[config.mk]
export PLATFORM = sky130hd
export DESIGN_NAME = imem_port_arbiter
export DESIGN_NICKNAME = d
export VERILOG_FILES = /design/src/rtl/imem_pkg.sv /design/src/rtl/imem_port_arbiter_rr_arb2.sv /design/src/rtl/imem_port_arbiter.sv
export SDC_FILE = /design/constraint.sdc
export NUM_CORES = 1
export LEC_CHECK = 0
export ABC_AREA = 1
export BUFFER_PORTS_ARGS = -buffer_cell sky130_fd_sc_hd__buf_2
export CAP_MARGIN = 20
export CORE_MARGIN = 2
export CORE_UTILIZATION = 45
export CTS_CLUSTER_DIAMETER = 150
export DETAILED_ROUTE_END_ITERATION = 8
export PLACE_DENSITY = 0.75
export SLEW_MARGIN = 20
export SYNTH_ARGS = -nofsm -noshare
export SYNTH_HDL_FRONTEND = slang
export SYNTH_HIERARCHICAL = 1
export SYNTH_SLANG_ARGS = --single-unit
[constraint.sdc]
create_clock -name clk_i -period 3.9 [get_ports clk_i]
set_clock_uncertainty 0.2 [all_clocks]
set_input_delay 0.585 -clock clk_i [delete_from_list [all_inputs] [get_ports clk_i]]
set_output_delay 0.585 -clock clk_i [all_outputs]
set_load 0.05 [all_outputs]
[src/rtl/imem_pkg.sv]
// Shared definitions for the instruction-memory port arbiter.
// Contents:
//   - default address, data and stall-counter widths
//   - port index encoding (PORT0 / PORT1)
//   - saturation value of a default-width stall counter
package imem_pkg;

  localparam int unsigned AW_DEF = 6;
  localparam int unsigned DW_DEF = 32;
  localparam int unsigned CW_DEF = 16;

  typedef enum logic {
    PORT0 = 1'b0,
    PORT1 = 1'b1
  } port_e;

  localparam logic [CW_DEF-1:0] STALL_SAT_DEF = {CW_DEF{1'b1}};

endpackage

[src/rtl/imem_port_arbiter_rr_arb2.sv]
// rr_arb2: two-way round-robin arbiter.
// Ports:
//   clk_i  - clock, rising edge
//   rst_i  - asynchronous active-high reset
//   req_i  - request vector, bit n = port n
//   gnt_o  - grant vector, one-hot or zero, combinational from req_i
//            and the last-grant pointer
// The last-grant pointer resets to PORT1 so port 0 wins the first
// contended cycle.
module rr_arb2
  import imem_pkg::*;
(
  input  logic       clk_i,
  input  logic       rst_i,
  input  logic [1:0] req_i,
  output logic [1:0] gnt_o
);

  port_e lg_q, lg_d;

  always_comb begin
    gnt_o = 2'b00;
    lg_d  = lg_q;
    // Grants are suppressed while reset is held so nothing is captured
    // at an edge that lands inside the reset window.
    if (!rst_i) begin
      unique case (req_i)
        2'b01:   gnt_o = 2'b01;
        2'b10:   gnt_o = 2'b10;
        2'b11:   gnt_o = (lg_q == PORT1) ? 2'b01 : 2'b10;
        default: gnt_o = 2'b00;
      endcase
    end
    if (gnt_o[0]) begin
      lg_d = PORT0;
    end else if (gnt_o[1]) begin
      lg_d = PORT1;
    end
  end

  always_ff @(posedge clk_i or posedge rst_i) begin
    if (rst_i) begin
      lg_q <= PORT1;
    end else begin
      lg_q <= lg_d;
    end
  end

endmodule

[src/rtl/imem_port_arbiter.sv]
// imem_port_arbiter: shares one asynchronous-read instruction memory port
// between two fetch requesters.
// Ports:
//   clk_i, rst_i           - clock (rising edge), async active-high reset
//   req0_i/addr0_i         - port 0 request and word address
//   gnt0_o                 - port 0 granted this cycle (combinational)
//   rvalid0_o/rdata0_o     - port 0 response, one cycle after the grant
//   req1_i .. rdata1_o     - same for port 1
//   mem_a_o                - address to memory (0 when idle)
//   mem_rd_i               - memory read data, valid in the same cycle
//   stall0_o, stall1_o     - saturating count of requested-but-not-granted
//                            cycles per port
module imem_port_arbiter
  import imem_pkg::*;
#(
  parameter int unsigned AW = AW_DEF,
  parameter int unsigned DW = DW_DEF,
  parameter int unsigned CW = CW_DEF
) (
  input  logic          clk_i,
  input  logic          rst_i,
  input  logic          req0_i,
  input  logic [AW-1:0] addr0_i,
  output logic          gnt0_o,
  output logic          rvalid0_o,
  output logic [DW-1:0] rdata0_o,
  input  logic          req1_i,
  input  logic [AW-1:0] addr1_i,
  output logic          gnt1_o,
  output logic          rvalid1_o,
  output logic [DW-1:0] rdata1_o,
  output logic [AW-1:0] mem_a_o,
  input  logic [DW-1:0] mem_rd_i,
  output logic [CW-1:0] stall0_o,
  output logic [CW-1:0] stall1_o
);

  localparam logic [CW-1:0] STALL_SAT = {CW{1'b1}};
  localparam logic [CW-1:0] STALL_ONE = {{(CW-1){1'b0}}, 1'b1};

  logic [1:0]    gnt;
  logic          rvalid0_q, rvalid0_d, rvalid1_q, rvalid1_d;
  logic [DW-1:0] rdata0_q, rdata0_d, rdata1_q, rdata1_d;
  logic [CW-1:0] stall0_q, stall0_d, stall1_q, stall1_d;

  rr_arb2 u_rr_arb2 (
    .clk_i (clk_i),
    .rst_i (rst_i),
    .req_i ({req1_i, req0_i}),
    .gnt_o (gnt)
  );

  assign gnt0_o = gnt[PORT0];
  assign gnt1_o = gnt[PORT1];

  always_comb begin
    mem_a_o = '0;
    if (gnt[PORT0]) begin
      mem_a_o = addr0_i;
    end else if (gnt[PORT1]) begin
      mem_a_o = addr1_i;
    end
  end

  always_comb begin
    rvalid0_d = gnt[PORT0];
    rvalid1_d = gnt[PORT1];
    rdata0_d  = gnt[PORT0] ? mem_rd_i : rdata0_q;
    rdata1_d  = gnt[PORT1] ? mem_rd_i : rdata1_q;
    stall0_d  = stall0_q;
    stall1_d  = stall1_q;
    if (req0_i && !gnt[PORT0] && (stall0_q != STALL_SAT)) begin
      stall0_d = stall0_q + STALL_ONE;
    end
    if (req1_i && !gnt[PORT1] && (stall1_q != STALL_SAT)) begin
      stall1_d = stall1_q + STALL_ONE;
    end
  end

  always_ff @(posedge clk_i or posedge rst_i) begin
    if (rst_i) begin
      rvalid0_q <= 1'b0;
      rvalid1_q <= 1'b0;
      rdata0_q  <= '0;
      rdata1_q  <= '0;
      stall0_q  <= '0;
      stall1_q  <= '0;
    end else begin
      rvalid0_q <= rvalid0_d;
      rvalid1_q <= rvalid1_d;
      rdata0_q  <= rdata0_d;
      rdata1_q  <= rdata1_d;
      stall0_q  <= stall0_d;
      stall1_q  <= stall1_d;
    end
  end

  assign rvalid0_o = rvalid0_q;
  assign rvalid1_o = rvalid1_q;
  assign rdata0_o  = rdata0_q;
  assign rdata1_o  = rdata1_q;
  assign stall0_o  = stall0_q;
  assign stall1_o  = stall1_q;

endmodule

==> flow_summary_export.csv <==
group,metric,value,unit
status,status,"complete, no violations",
yosys,ys.flop_type,"dfrtp_1",
yosys,avgSynthCellArea,7.87,µm²
detailed_routing,wl_per_cell,13.7,µm
yosys,synthCells,590,
critical_path,worstRegToRegCells,8,
pwr,power_density,578,nW/µm²
yosys,syn_nets,640,
global_routing,grt_pass1_vias,4232,
timing,period_share,71.0,%
critical_path,reg2reg_from,"u_rr_arb2/lg_q",
yosys,async_flop_share,100,%
critical_path,endpoint_kind,"primary output",
detailed_routing,wl,12000,µm
pwr,power.leakage,0.00327,µW
final_layout,drive_gt1_share,27.7,%
floorplan,die_w,106,µm
global_routing,grt_pass1_wl,19900,µm
detailed_routing,drt_pass1_iterations,5,
critical_path,start_kind,"flop",
floorplan,die-area,11200,µm²
floorplan,num_rows,37,
final_layout,final_util,56.4,%
clock_tree,cts_tree,"done",
final_layout,final_common_cell,"nand2_1",
job,cap_viol_max_count,0,
detailed_routing,vias,4259,
clock_tree,clk_pin_slew,0.08,ns
yosys,synth-edff-count,0,
final_layout,layout_common_cells,"nand2_1, buf_2, dfrtp_1",
placed_design,dp_hpwl,8760,µm
timing,rsz0062_at_grt,"no",
final_layout,fillers,993,
global_routing,antenna_found_initial,0,
floorplan,initial_utilization,45.6,%
critical_path,cp_data_arrival_time,1.98,ns
yosys,ys_seq_elements,99,
pwr,p_total,3320,µW
global_routing,overflow,0,
clock_tree,cts-buffers-inserted,9,
timing,slew-limit-headroom,37.7,%
final_layout,nets,792,
pwr,switching_share,45.6,%
pwr,clkPwrFrac,20.7,%
clock_tree,htree_levels,3,
clock_tree,postCtsSetupRepairBufs,0,
clock_tree,cts_resized,0,
detailed_routing,drc_errors,0,
clock_tree,clock_latency,0.37,ns
worst_hold_path,hp-class,"input port to async pin",
placed_design,portBuffers,153,
yosys,yosysSeqAreaShare,53.4,%
timing,max_freq,361,MHz
floorplan,die_h,106,µm
global_routing,grt_max_degree,75,
pwr,p_switching,1520,µW
final_layout,syn2layout_area_growth,23.7,%
clock_tree,cts_root_buf,"clkbuf_8",
timing,finalHoldViolations,0,
yosys,synthesis.area,4650,µm²
pwr,worst_ir_drop_vdd,0.000309,V
placed_design,gp_congestion,0.815,
timing,setup_viol,0,
yosys,ys_types,28,
pwr,power.internal,1810,µW
critical_path,criticalPathCategory,"flop to primary output",
clock_tree,clkSinkCount,99,
detailed_routing,drt_iter0_drc,177,
timing,worst_pin_slew,0.934,ns
final_layout,diodes,0,
yosys,ys_warn_count,6,
floorplan,coreArea,10200,µm²
clock_tree,clockBufferDepth,2,
floorplan,pin_count,154,
detailed_routing,ant_nets,0,
timing,maxSlewViolCount,0,
clock_tree,holdBufCountCts,0,
critical_path,critPathMaxFanout,40,
critical_path,ff2ff_setup_slack,1.39,ns
timing,period_needed,2.77,ns
critical_path,r2r_end,"stall1_o[4]",
critical_path,crit_required,3.12,ns
pwr,seq_power_share,41.3,%
timing,fin_setup_tns,0,ns
pwr,power_frac_comb,38.0,%
detailed_routing,via_per_inst,4.83,
global_routing,grtUsageTotal,22.4,%
[stage by stage]
stage | cells | setup slack [ns] | hold slack [ns] | area, µm²
final | 882 | 1.13 | 0.0754 | 5750
after global routing | 882 | 0.970 | 0.0671 | 5750
after CTS | 882 | 1.10 | 0.0608 | 5750
after detailed placement | 867 | 1.12 | 0.254 | 5550
after global placement | 867 | 1.16 | 0.250 | 5550
after floorplan | 590 | 0.553 | 0.254 | 4650
[worst max path at each step]
stage / startpoint / end / slack (ns) / cells past startpoint
floorplan: rst_i / rdata0_o[0] / 0.55 / 1
global placement: rst_i / stall1_o[11] / 1.16 / 9
detailed placement: rst_i / stall1_o[9] / 1.12 / 9
CTS: u_rr_arb2/lg_q / mem_a_o[2] / 1.10 / 6
global route: u_rr_arb2/lg_q / mem_a_o[2] / 0.97 / 6
finish: u_rr_arb2/lg_q / mem_a_o[2] / 1.13 / 6
[kinds of logic (layout without fill, tap and decap cells)]
family	Yosys count	count (layout)	share of synthesized area [%]
fa+ha+maj	2	2	0.539
buf+inv	49	205	4.36
flops	99	99	53.4
compound gates	13	13	2.05
simple gates	416	416	37.6
xor+xnor	11	11	2.07
[power groups by stage]
stage                     combinational [µW]  clock [µW]  sequential, µW
after CTS                               1270         706            1370
after floorplan                          327           0            1990
final                                   1260         689            1370
after global routing                    1350         739            1400
after global placement                  1250           0            1380
after detailed placement                1270           0            1390
[layout make-up]
class,instances,area (µm²),area share [%]
inverters,32,123,2.13
clock buffers,11,151,2.63
well taps,136,170,2.96
clock inverters,4,48.8,0.849
flip-flops and latches,99,2480,43.1
repair buffers,158,803,14.0
multi-input cells,442,1970,34.3
[per-layer routing]
metal	track usage (%)	share of wire (%)	vias up
li1	-	-	2100
met4	5.83	0.95	0
met3	7.11	7.9	10
met2	38.2	49	139
met5	0	0	-
met1	27.5	42	2010
[critical path, stage by stage, from the launching register on]
cell	delay (ns)
dfstp_2	0.55
inv_1	0.07
a21oi_4	0.13
buf_4	0.41
nand2_1	0.13
nand2_1	0.09
buf_2	0.25
[sequential cells by signal, indices dropped and copies added, names as in the netlist]
register,count
rvalid1_o,1
stall1_o,16
stall0_o,16
rdata1_o,32
rdata0_o,32
rvalid0_o,1
u_rr_arb2/lg_q,1
[synth_stat cells, types with 4 or more instances]
cell / instances / share of area [%]
inv_2: 4 / 0.32
buf_1: 5 / 0.40
inv_1: 28 / 2.3
xnor2_1: 6 / 1.1
nand2_2: 4 / 0.54
nand4_1: 7 / 0.94
nand3b_1: 5 / 0.81
clkbuf_1: 7 / 0.57
xor2_1: 5 / 0.94
nor2_2: 5 / 0.67
nor2_1: 31 / 2.5
o21ai_2: 7 / 1.3
nand3_1: 21 / 2.3
nand2_1: 331 / 27
nor2_4: 5 / 1.2
dfrtp_1: 98 / 53
Note: power is estimated with default switching activity, not from simulation.
